$ cat src/rtl/cci_mpf_shim_vtp_miss_arb_pkg.sv
// Shared VTP types used by the TLB miss arbiter.
//   t_tlb_4kb_va_page_idx        : 36-bit 4KB virtual page index
//   t_cci_mpf_vtp_miss_arb_state : arbiter FSM state, exported for debug
package cci_mpf_shim_vtp_miss_arb_pkg;

  localparam int VA_PAGE_IDX_W = 36;

  typedef logic [VA_PAGE_IDX_W-1:0] t_tlb_4kb_va_page_idx;

  typedef enum logic [1:0] {
    IDLE  = 2'd0,
    ISSUE = 2'd1,
    WALK  = 2'd2
  } t_cci_mpf_vtp_miss_arb_state;

endpackage

$ cat src/rtl/cci_mpf_shim_vtp_miss_slot.sv
// One pending-miss slot of the VTP miss arbiter.
// Ports:
//   clk, reset       : clock, asynchronous active-high reset
//   cap_en_i         : allocate the slot with cap_va_i (only when free)
//   clr_en_i         : free the slot (wins over capture)
//   dup_cmp_va_i     : VA compared against the held VA for capture dedup
//   cur_cmp_va_i     : VA compared against the held VA for completion clear
//   valid_o, va_o    : slot contents
//   miss_rdy_o       : slot is free
//   dup_hit_o        : slot valid and holds dup_cmp_va_i
//   cur_hit_o        : slot valid and holds cur_cmp_va_i
module cci_mpf_shim_vtp_miss_slot
  import cci_mpf_shim_vtp_miss_arb_pkg::*;
(
  input  logic                 clk,
  input  logic                 reset,
  input  logic                 cap_en_i,
  input  t_tlb_4kb_va_page_idx cap_va_i,
  input  logic                 clr_en_i,
  input  t_tlb_4kb_va_page_idx dup_cmp_va_i,
  input  t_tlb_4kb_va_page_idx cur_cmp_va_i,
  output logic                 valid_o,
  output t_tlb_4kb_va_page_idx va_o,
  output logic                 miss_rdy_o,
  output logic                 dup_hit_o,
  output logic                 cur_hit_o
);

  logic                 valid_q, valid_d;
  t_tlb_4kb_va_page_idx va_q, va_d;

  always_comb begin
    valid_d = valid_q;
    va_d    = va_q;
    if (clr_en_i) begin
      valid_d = 1'b0;
    end else if (cap_en_i) begin
      valid_d = 1'b1;
      va_d    = cap_va_i;
    end
  end

  always_ff @(posedge clk or posedge reset) begin
    if (reset) begin
      valid_q <= 1'b0;
      va_q    <= '0;
    end else begin
      valid_q <= valid_d;
      va_q    <= va_d;
    end
  end

  assign valid_o    = valid_q;
  assign va_o       = va_q;
  assign miss_rdy_o = !valid_q;
  assign dup_hit_o  = valid_q && (va_q == dup_cmp_va_i);
  assign cur_hit_o  = valid_q && (va_q == cur_cmp_va_i);

endmodule

$ cat src/rtl/cci_mpf_shim_vtp_miss_arb.sv
// Serializes TLB misses from two VTP lookup ports onto one page-table walker.
// Holds one pending miss per port, drops duplicate VAs, issues one walk at a
// time in round-robin order and retires it on matching fill, not-present or
// timeout.
// Handshakes: a request transfers on a cycle where valid and ready are both
// high (missEn&missRdy, walkReqEn&walkReqRdy); valid sources hold their
// payload stable until the transfer; walkFillEn is a single-cycle event.
// Ports:
//   clk, reset              : clock, asynchronous active-high reset
//   missEn/missVA/missRdy   : per-port miss request channel
//   walkReqEn/VA/Rdy        : walker request channel
//   walkFillEn/VA           : accepted TLB fill (completion watch)
//   walkNotPresent          : walker reports VA absent from page table
//   busy                    : a walk is issued or in flight
//   errNotPresent/errTimeout: sticky error flags, errVA = last error VA
//   walkCnt                 : completed walks, wrapping
//   dbgState                : FSM state for debug
module cci_mpf_shim_vtp_miss_arb
  import cci_mpf_shim_vtp_miss_arb_pkg::*;
#(
  parameter int WALK_TIMEOUT = 4096
)
(
  input  logic                        clk,
  input  logic                        reset,
  input  logic [1:0]                  missEn,
  input  t_tlb_4kb_va_page_idx        missVA [2],
  output logic [1:0]                  missRdy,
  output logic                        walkReqEn,
  output t_tlb_4kb_va_page_idx        walkReqVA,
  input  logic                        walkReqRdy,
  input  logic                        walkFillEn,
  input  t_tlb_4kb_va_page_idx        walkFillVA,
  input  logic                        walkNotPresent,
  output logic                        busy,
  output logic                        errNotPresent,
  output logic                        errTimeout,
  output t_tlb_4kb_va_page_idx        errVA,
  output logic [15:0]                 walkCnt,
  output t_cci_mpf_vtp_miss_arb_state dbgState
);

  localparam int TW = (WALK_TIMEOUT > 1) ? $clog2(WALK_TIMEOUT) : 1;
  localparam logic [TW-1:0] TIMER_LAST = TW'(WALK_TIMEOUT - 1);

  t_cci_mpf_vtp_miss_arb_state state_q, state_d;
  logic                        grant_q, grant_d;
  logic                        rr_q, rr_d;
  t_tlb_4kb_va_page_idx        cur_va_q, cur_va_d;
  logic [TW-1:0]               timer_q, timer_d;
  logic                        err_np_q, err_np_d;
  logic                        err_to_q, err_to_d;
  t_tlb_4kb_va_page_idx        err_va_q, err_va_d;
  logic [15:0]                 walk_cnt_q, walk_cnt_d;

  logic [1:0]           slot_valid;
  t_tlb_4kb_va_page_idx slot_va [2];
  logic [1:0]           accept, dup, cap_en, clr_en, dup_hit, cur_hit;
  logic                 in_flight;
  logic                 done;

  assign in_flight = (state_q != IDLE);

  // Slot p's dedup comparator checks the other port's incoming VA, so
  // dup_hit[p] means "port !p is missing on a VA that slot p already holds".
  for (genvar p = 0; p < 2; p++) begin : g_slot
    cci_mpf_shim_vtp_miss_slot u_slot (
      .clk          (clk),
      .reset        (reset),
      .cap_en_i     (cap_en[p]),
      .cap_va_i     (missVA[p]),
      .clr_en_i     (clr_en[p]),
      .dup_cmp_va_i (missVA[1-p]),
      .cur_cmp_va_i (cur_va_q),
      .valid_o      (slot_valid[p]),
      .va_o         (slot_va[p]),
      .miss_rdy_o   (missRdy[p]),
      .dup_hit_o    (dup_hit[p]),
      .cur_hit_o    (cur_hit[p])
    );

    assert property (@(posedge clk) disable iff (reset) !(missEn[p] && !missRdy[p]))
      else $error("miss arb: missEn on port %0d while its slot is occupied", p);
  end

  // Capture / dedup. A duplicate is accepted but allocates nothing. When both
  // ports present the same VA in one cycle port 0 owns it.
  always_comb begin
    accept[0] = missEn[0] && missRdy[0];
    accept[1] = missEn[1] && missRdy[1];
    dup[0]    = (in_flight && (missVA[0] == cur_va_q)) || dup_hit[1];
    dup[1]    = (in_flight && (missVA[1] == cur_va_q)) || dup_hit[0] ||
                (accept[0] && (missVA[0] == missVA[1]));
    cap_en[0] = accept[0] && !dup[0];
    cap_en[1] = accept[1] && !dup[1];
  end

  // FSM next state plus all datapath registers.
  always_comb begin
    state_d    = state_q;
    grant_d    = grant_q;
    rr_d       = rr_q;
    cur_va_d   = cur_va_q;
    timer_d    = timer_q;
    err_np_d   = err_np_q;
    err_to_d   = err_to_q;
    err_va_d   = err_va_q;
    walk_cnt_d = walk_cnt_q;
    clr_en     = '0;
    done       = 1'b0;

    unique case (state_q)
      IDLE: begin
        if (|slot_valid) begin
          grant_d  = slot_valid[rr_q] ? rr_q : !rr_q;
          cur_va_d = slot_va[grant_d];
          state_d  = ISSUE;
        end
      end

      ISSUE: begin
        if (walkReqRdy) begin
          state_d = WALK;
          timer_d = '0;
        end
      end

      WALK: begin
        timer_d = timer_q + TW'(1);
        if (walkFillEn && (walkFillVA == cur_va_q)) begin
          done = 1'b1;
        end else if (walkNotPresent) begin
          done     = 1'b1;
          err_np_d = 1'b1;
          err_va_d = cur_va_q;
        end else if (timer_q == TIMER_LAST) begin
          done     = 1'b1;
          err_to_d = 1'b1;
          err_va_d = cur_va_q;
        end

        if (done) begin
          clr_en[grant_q]  = 1'b1;
          clr_en[!grant_q] = cur_hit[!grant_q];
          rr_d             = !grant_q;
          walk_cnt_d       = walk_cnt_q + 16'd1;
          state_d          = IDLE;
        end
      end

      default: state_d = IDLE;
    endcase
  end

  always_ff @(posedge clk or posedge reset) begin
    if (reset) begin
      state_q    <= IDLE;
      grant_q    <= 1'b0;
      rr_q       <= 1'b0;
      cur_va_q   <= '0;
      timer_q    <= '0;
      err_np_q   <= 1'b0;
      err_to_q   <= 1'b0;
      err_va_q   <= '0;
      walk_cnt_q <= '0;
    end else begin
      state_q    <= state_d;
      grant_q    <= grant_d;
      rr_q       <= rr_d;
      cur_va_q   <= cur_va_d;
      timer_q    <= timer_d;
      err_np_q   <= err_np_d;
      err_to_q   <= err_to_d;
      err_va_q   <= err_va_d;
      walk_cnt_q <= walk_cnt_d;
    end
  end

  assign walkReqEn     = (state_q == ISSUE);
  assign walkReqVA     = walkReqEn ? cur_va_q : '0;
  assign busy          = in_flight;
  assign errNotPresent = err_np_q;
  assign errTimeout    = err_to_q;
  assign errVA         = err_va_q;
  assign walkCnt       = walk_cnt_q;
  assign dbgState      = state_q;

endmodule

$ cat config.mk
export PLATFORM = sky130hd
export DESIGN_NAME = cci_mpf_shim_vtp_miss_arb
export DESIGN_NICKNAME = d
export VERILOG_FILES = /design/src/rtl/cci_mpf_shim_vtp_miss_arb_pkg.sv /design/src/rtl/cci_mpf_shim_vtp_miss_slot.sv /design/src/rtl/cci_mpf_shim_vtp_miss_arb.sv
export SDC_FILE = /design/constraint.sdc
export NUM_CORES = 1
export LEC_CHECK = 0
export BUFFER_PORTS_ARGS = -buffer_cell sky130_fd_sc_hd__buf_2
export CORE_UTILIZATION = 61
export DETAILED_ROUTE_END_ITERATION = 12
export PLACE_DENSITY = 0.87
export SLEW_MARGIN = 20
export SYNTH_ARGS = -nofsm -noshare
export SYNTH_HDL_FRONTEND = slang
export SYNTH_HIERARCHICAL = 1
export SYNTH_SLANG_ARGS = --single-unit
$ cat constraint.sdc
create_clock -name clk -period 8.9 [get_ports clk]
set_clock_uncertainty 0.1 [all_clocks]
set_input_delay 2.67 -clock clk [delete_from_list [all_inputs] [get_ports clk]]
set_output_delay 2.67 -clock clk [all_outputs]
set_load 0.005 [all_outputs]
==> results.yml, run 1 <==
timing:
  slew_viol_final: 0
  rsz0062_at_grt: "no"
  worst_pin_slew_ns: 0.9792
  min_period_ns: 5.168
  final.setup.tns_ns: 0
  setup_viol: 0
  hold_viol: 0
  fmax_ghz: 0.1935
  slew_headroom_pct: 34.72
  final.period_utilization_pct: 58.06
global_route:
  antenna_found_initial: 2
  grtUsageTotal_pct: 38.75
  grt_pass1_wl_mm: 51.87
  grt_pass1_vias: 8747
  grt_start_max_net_pins: 78
  overflow: 0
hold_path:
  hp-class: "flip-flop to flip-flop"
  whs_path_depth: 1
  hp-start: "errTimeout$_DFFE_PP0P_"
  whs_endpoint: "errTimeout$_DFFE_PP0P_"
synth:
  syn-num-nets: 1156
  ys_types: 45
  seq_area_frac_synth_pct: 40.76
  synth_edf_count: 0
  ys_ff_latch: 180
  yosysTopAreaCell: "dfrtp_1"
  synth_xor_area_share_pct: 23.62
  ys_async_sr_fraction_pct: 100.0
  netlist_instances: 1039
  synthTopCellsByArea: "dfrtp_1 41%, xor2_1 15%, xnor2_1 8.2%"
  synth_top_area_share_pct: 40.76
  syn_area_mm2: 0.01105
  yosys.area_share.simple_pct: 12.17
  synth-compound-area-share_pct: 4.993
  yosys_warnings: 6
  ys.flop_type: "dfrtp_1"
  synth_area_per_cell_um2: 10.64
  synthMuxAreaShare_pct: 14.25
  synth_adder_area_share_pct: 0.2264
  synth_top_family_by_area: "XOR/XNOR gates"
place:
  dpl_cell_area_mm2: 0.01217
  finalWeightedCongestion: 1.007
  hpwl_mm: 26.05
  dp_cells: 1421
  io_buffers: 210
route:
  viasPerCell: 6.258
  totalWireLength_mm: 35.10
  drt_iter0_drc: 905
  firstDrtPassIters: 5
  ant_nets: 0
  wl_per_cell_um: 24.16
  drc: 0
  vias: 9093
job:
  maxCapViolCount: 0
layout:
  layout_commonest_cell: "buf_2"
  num-fill-cells: 1261
  area_growth_pct: 15.81
  diodes: 0
  seq_area_mm2: 0.004504
  layout_common_cells: "210 x buf_2, 195 x xor2_1, 180 x dfrtp_1"
  multi_input_area_mm2: 0.006145
  final_cells: 1453
  drive_gt1_share_pct: 26.71
  layout.nets: 1332
  fin_util_pct: 73.22
  fin_area_mm2: 0.01280
clocking:
  cts_buffers: 17
  ctsHoldBuffers: 0
  insertion_delay_ns: 0.45
  post_cts_buffers: 0
  ctsResizeCount: 0
  cts_tree: "built"
  root_buffer: "clkbuf_16"
  clk_pin_slew_ns: 0.08
  cts_buffer_depth: 2
  cts_sinks: 180
  htree_levels: 4
pwr:
  combPwrFrac_pct: 42.4
  p_int_uw: 2524
  vdd_ir_drop_max_mv: 0.2012
  p_seq_share_pct: 39.9
  p_leak_uw: 0.005881
  p_sw_uw: 2057
  switching_share_pct: 44.90
  powerDensity_mw_per_mm2: 357.9
  power_uw: 4581
  p_clk_share_pct: 17.7
worst_setup_path:
  arrival_ns: 5.40
  r2r-start: "cur_va_q[19]$_DFFE_PP0P_"
  timing.rr.end: "g_slot[0].u_slot/va_o[11]$_DFFE_PP0P_"
  path_max_fanout: 22
  r2r_setup_slack_ns: 5.35
  crit_path_start_kind: "input pin"
  crit_path_end_kind: "flip-flop"
  crit_required_ns: 9.13
  r2r_cells: 8
  path_class: "input pin to flip-flop"
die:
  die_h_um: 136.6
  fp-row-count: 48
  die-area_mm2: 0.01866
  core_mm2: 0.01748
  io_pins: 211
  dieWidth_um: 136.6
  initial_core_util_pct: 63.23
run_status:
  status: "finished, final reports clean"
-- how the worst max path moves through the flow --
| stage | slack, ns | cells past startpoint | to | start |
|---|---|---|---|---|
| 6_report | 3.73 | 9 | g_slot[0].u_slot/va_o[11]$_DFFE_PP0P_ | walkFillVA[17] |
| 5_1_grt | 3.54 | 10 | g_slot[1].u_slot/va_o[25]$_DFFE_PP0P_ | walkFillVA[17] |
| 4_1_cts | 3.76 | 10 | g_slot[1].u_slot/va_o[15]$_DFFE_PP0P_ | walkFillVA[17] |
| 3_5_place_dp | 3.32 | 10 | g_slot[1].u_slot/va_o[15]$_DFFE_PP0P_ | walkFillVA[17] |
| 3_3_place_gp | 3.41 | 10 | g_slot[1].u_slot/va_o[17]$_DFFE_PP0P_ | walkFillVA[17] |
| 2_1_floorplan | 3.34 | 1 | cur_va_q[0]$_DFFE_PP0P_ | reset |
-- power by group through the flow --
stage	Sequential (µW)	Clock, µW	Combinational, µW
floorplan	1500	0	1470
global placement	1790	0	1840
detailed placement	1810	0	1900
CTS	1800	813	1910
global route	1850	846	2100
finish	1830	811	1940
-- flip-flops by register name (all words and copies together) (netlist names), 2 cells and up --
signal,flops
g_slot.u_slot/valid_o,2
errVA,36
g_slot.u_slot/va_o,72
dbgState,2
walkCnt,16
cur_va_q,36
timer_q,12
-- through the flow --
step	hold WS (ns)	setup slack [ns]
CTS	0.3793	3.764
detailed placement	0.3589	3.319
global placement	0.3697	3.414
floorplan	0.3647	3.341
global route	0.4122	3.542
finish	0.3777	3.732
-- synthesized netlist by cell type, types with 3 or more instances --
library cell  instances
a211oi_1              3
clkbuf_1             16
buf_4                10
buf_1                 3
or3_1                 3
or2_2                 3
nor3_1               12
a2111oi_1             5
nand4_1              39
a21oi_1              13
o21ai_0              44
buf_2                30
nand3_1               9
mux2_2               55
inv_1                22
a221oi_1              3
xor2_1              195
nor2_1               19
buf_6                 5
nand2_1              60
mux2_1               52
nor2b_1               4
o21bai_1              4
nor4_2               10
xnor2_1             103
mux2i_1              37
and2_1               33
nor4_1               41
o2111ai_1             5
dfrtp_1             180
-- worst max-delay path, cell delays in order --
cell and delay (ns):
buf_2 0.10, xnor2_1 0.31, nand4_1 0.16, nor4_2 0.36
nand4_2 0.43, a21oi_1 0.56, nor2b_4 0.23, buf_12 0.22
mux2_1 0.32
-- layout make-up --
cell class / count / area share (%)
clock buffers: 17 / 3.324
clock inverters: 15 / 1.613
inverters: 23 / 0.6942
multi-input cells: 772 / 48.02
flip-flops and latches: 180 / 35.20
well taps: 225 / 2.200
repair buffers: 221 / 8.956
-- metal layers --
| metal | vias up | routed length, µm | global-route usage, % | share of wire, % |
|---|---|---|---|---|
| li1 | 3933 | - | - | - |
| met1 | 4421 | 13910 | 50.56 | 40 |
| met2 | 599 | 15960 | 60.43 | 45 |
| met3 | 136 | 3449 | 8.185 | 9.8 |
| met4 | 4 | 1751 | 20.74 | 5.0 |
| met5 | - | 29 | 0 | 0.083 |
-- kinds of logic after synthesis --
group,Yosys count
compound gates,89
xor+xnor,298
mux,144
buf+inv,87
flops,180
fa+ha+maj,2
simple gates,239
Note: power is estimated with default switching activity, not from simulation.
==> inputs of run 2 (changes only) <==
--- a/config.mk
+++ b/config.mk
@@ -5,10 +5,11 @@
 export SDC_FILE = /design/constraint.sdc
 export NUM_CORES = 1
 export LEC_CHECK = 0
+export ABC_AREA = 1
 export BUFFER_PORTS_ARGS = -buffer_cell sky130_fd_sc_hd__buf_2
-export CORE_UTILIZATION = 61
+export CORE_UTILIZATION = 58
 export DETAILED_ROUTE_END_ITERATION = 12
-export PLACE_DENSITY = 0.87
+export PLACE_DENSITY = 0.82
 export SLEW_MARGIN = 20
 export SYNTH_ARGS = -nofsm -noshare
 export SYNTH_HDL_FRONTEND = slang
==> constraint.sdc (replaced) <==
create_clock -name clk -period 4.8 [get_ports clk]
set_clock_uncertainty 0.1 [all_clocks]
set_input_delay 1.44 -clock clk [delete_from_list [all_inputs] [get_ports clk]]
set_output_delay 1.44 -clock clk [all_outputs]
set_load 0.005 [all_outputs]
==> run 2 against run 1 <==
Non-clock buffer count increased by 3. Worst setup slack got worse by 2.6 ns. Critical endpoint is now g_slot[0].u_slot/va_o[16]$_DFFE_PP0P_. Cell count increased by 59%. Critical path depth increased by 4.
==> results.yml, run 2 <==
worst_setup_path:
  crit_path_start_kind: "input pin"
  path_max_fanout: 18
  r2r-start: "cur_va_q[7]$_DFFE_PP0P_"
  crit_required_ns: 5.07
  cp-startpoint: "missVA[37]"
  timing.rr.end: "g_slot[1].u_slot/va_o[27]$_DFFE_PP0P_"
  r2r_setup_slack_ns: 1.44
  r2r_cells: 13
  crit_path_end_kind: "flip-flop"
  path_class: "input pin to flip-flop"
  arrival_ns: 3.93
pwr:
  vdd_ir_drop_max_mv: 0.4297
  p_leak_uw: 0.007785
  powerDensity_mw_per_mm2: 646.3
global_route:
  antenna_found_initial: 0
  grt_start_max_net_pins: 68
  grt_pass1_vias: 12150
  overflow: 0
  grt_pass1_wl_mm: 68.39
  grtUsageTotal_pct: 41.36
timing:
  worst_pin_slew_ns: 0.8903
  setup_viol: 0
  fmax_ghz: 0.2734
  final.period_utilization_pct: 76.19
  min_period_ns: 3.657
  rsz0062_at_grt: "no"
  slew_viol_final: 0
  hold_viol: 0
  slew_headroom_pct: 40.58
  final.setup.tns_ns: 0
route:
  ant_nets: 0
  firstDrtPassIters: 5
  vias: 13160
  drt_iter0_drc: 1515
  wl_per_cell_um: 19.41
  viasPerCell: 5.681
  totalWireLength_mm: 44.98
  drc: 0
synth:
  synth_area_per_cell_um2: 6.700
  synth_edf_count: 0
  ys_types: 40
  yosys_warnings: 6
  yosysTopAreaCell: "dfrtp_1"
  ys_async_sr_fraction_pct: 100.0
  syn-num-nets: 1965
  synthTopCellsByArea: "dfrtp_1 36%, nand2_1 16%, nor2_1 8.6%"
  yosysMostFrequentCell: "nand2_1"
  ys.flop_type: "dfrtp_1"
  ys_ff_latch: 180
  seq_area_frac_synth_pct: 36.38
  ys_top_cells_by_count: "538 x nand2_1, 285 x nor2_1, 240 x inv_1"
  synth_top_area_share_pct: 36.38
  netlist_instances: 1848
  syn_area_mm2: 0.01238
place:
  dpl_cell_area_mm2: 0.01355
  io_buffers: 210
  hpwl_mm: 33.46
  finalWeightedCongestion: 0.9980
clocking:
  htree_levels: 4
  ctsResizeCount: 0
  post_cts_buffers: 0
  cts_tree: "built"
  clk_pin_slew_ns: 0.08
  root_buffer: "clkbuf_16"
  cts_buffers: 17
  cts_sinks: 180
  insertion_delay_ns: 0.44
  ctsHoldBuffers: 0
  cts_buffer_depth: 2
hold_path:
  whs_path_depth: 2
  hp-start: "errVA[0]$_DFFE_PP0P_"
  hp-class: "flip-flop to flip-flop"
  whs_endpoint: "errVA[0]$_DFFE_PP0P_"
die:
  core_mm2: 0.02096
  die_h_um: 148.1
  fp-row-count: 53
  dieWidth_um: 148.1
  initial_core_util_pct: 59.09
  io_pins: 211
  die-area_mm2: 0.02194
layout:
  layout_commonest_cell: "nand2_1"
  drive_gt1_share_pct: 15.13
  area_growth_pct: 14.28
  num-fill-cells: 1919
  fin_util_pct: 67.52
  layout.nets: 2146
  fin_area_mm2: 0.01415
  diodes: 0
  layout_common_cells: "538 x nand2_1, 285 x nor2_1, 239 x inv_1"
  largest_reg_flops: 72
run_status:
  status: "finished, final reports clean"
job:
  maxCapViolCount: 0
## run 2: cell families (layout without fill, tap and decap cells)
logic type / count (synthesis) / after routing / synth area share, %
AOI/OAI and AO/OA: 240 / 240 / 10.53
and+or+nand+nor: 979 / 979 / 32.56
adders and majority gates: 2 / 2 / 0.2021
DFF: 180 / 180 / 36.38
xor gates and xnor gates: 116 / 116 / 8.205
muxes: 10 / 10 / 1.213
buffers and inverters: 321 / 515 / 10.91
## run 2: stage by stage
step	hold WS [ns]	instances	worst slack, ns	power, µW
detailed placement	0.3529	2285	0.7619	7521
floorplan	0.3557	1848	0.4711	5797
CTS	0.3716	2317	1.208	8982
global placement	0.3487	2285	0.7941	7439
finish	0.3698	2317	1.143	9145
global route	0.3938	2317	0.9930	9737
## run 2: worst max-delay path by stage
stage	slack [ns]	to	cells past startpoint
after floorplan	0.47	cur_va_q[0]$_DFFE_PP0P_	1
after global placement	0.79	g_slot[1].u_slot/va_o[28]$_DFFE_PP0P_	16
after detailed placement	0.76	g_slot[1].u_slot/va_o[28]$_DFFE_PP0P_	16
after CTS	1.21	g_slot[1].u_slot/va_o[28]$_DFFE_PP0P_	16
after global routing	0.99	g_slot[1].u_slot/va_o[27]$_DFFE_PP0P_	16
final	1.14	g_slot[0].u_slot/va_o[16]$_DFFE_PP0P_	13
## run 2: cell type report
class | count | area, µm² | area share [%]
inverter | 259 | 974.7 | 6.888
clock inverter | 14 | 156.4 | 1.105
tap | 275 | 344.1 | 2.432
multi-input combinational | 1347 | 6538 | 46.20
timing repair buffer | 224 | 1194 | 8.436
clock buffer | 18 | 439.2 | 3.104
sequential | 180 | 4504 | 31.83
## run 2: layer usage
metal  global-route usage, %  vias up  part of all wire (%)
li1                        -     6161                     -
met1                   56.28     6098                    41
met2                   63.40      780                    44
met3                   10.58      125                    11
met4                   15.31        0                   3.5
met5                       0        -                     0
## run 2: critical path, stage by stage
cell and delay (ns):
buf_2 0.15, inv_1 0.09, nand2_1 0.06, nand3_1 0.08, nor4_1 0.66, nand3_1 0.26, nor2_1 0.16, nor2_1 0.05
inv_1 0.06, or2_2 0.43, buf_4 0.31, nor2_1 0.06, a21oi_1 0.12
## run 2: power by group
group          leakage (µW)  internal (µW)  switching [µW]
sequential          0.00214           2150             982
clock              0.000287            755             700
combinational       0.00536           1620            2930
total               0.00779           4530            4610
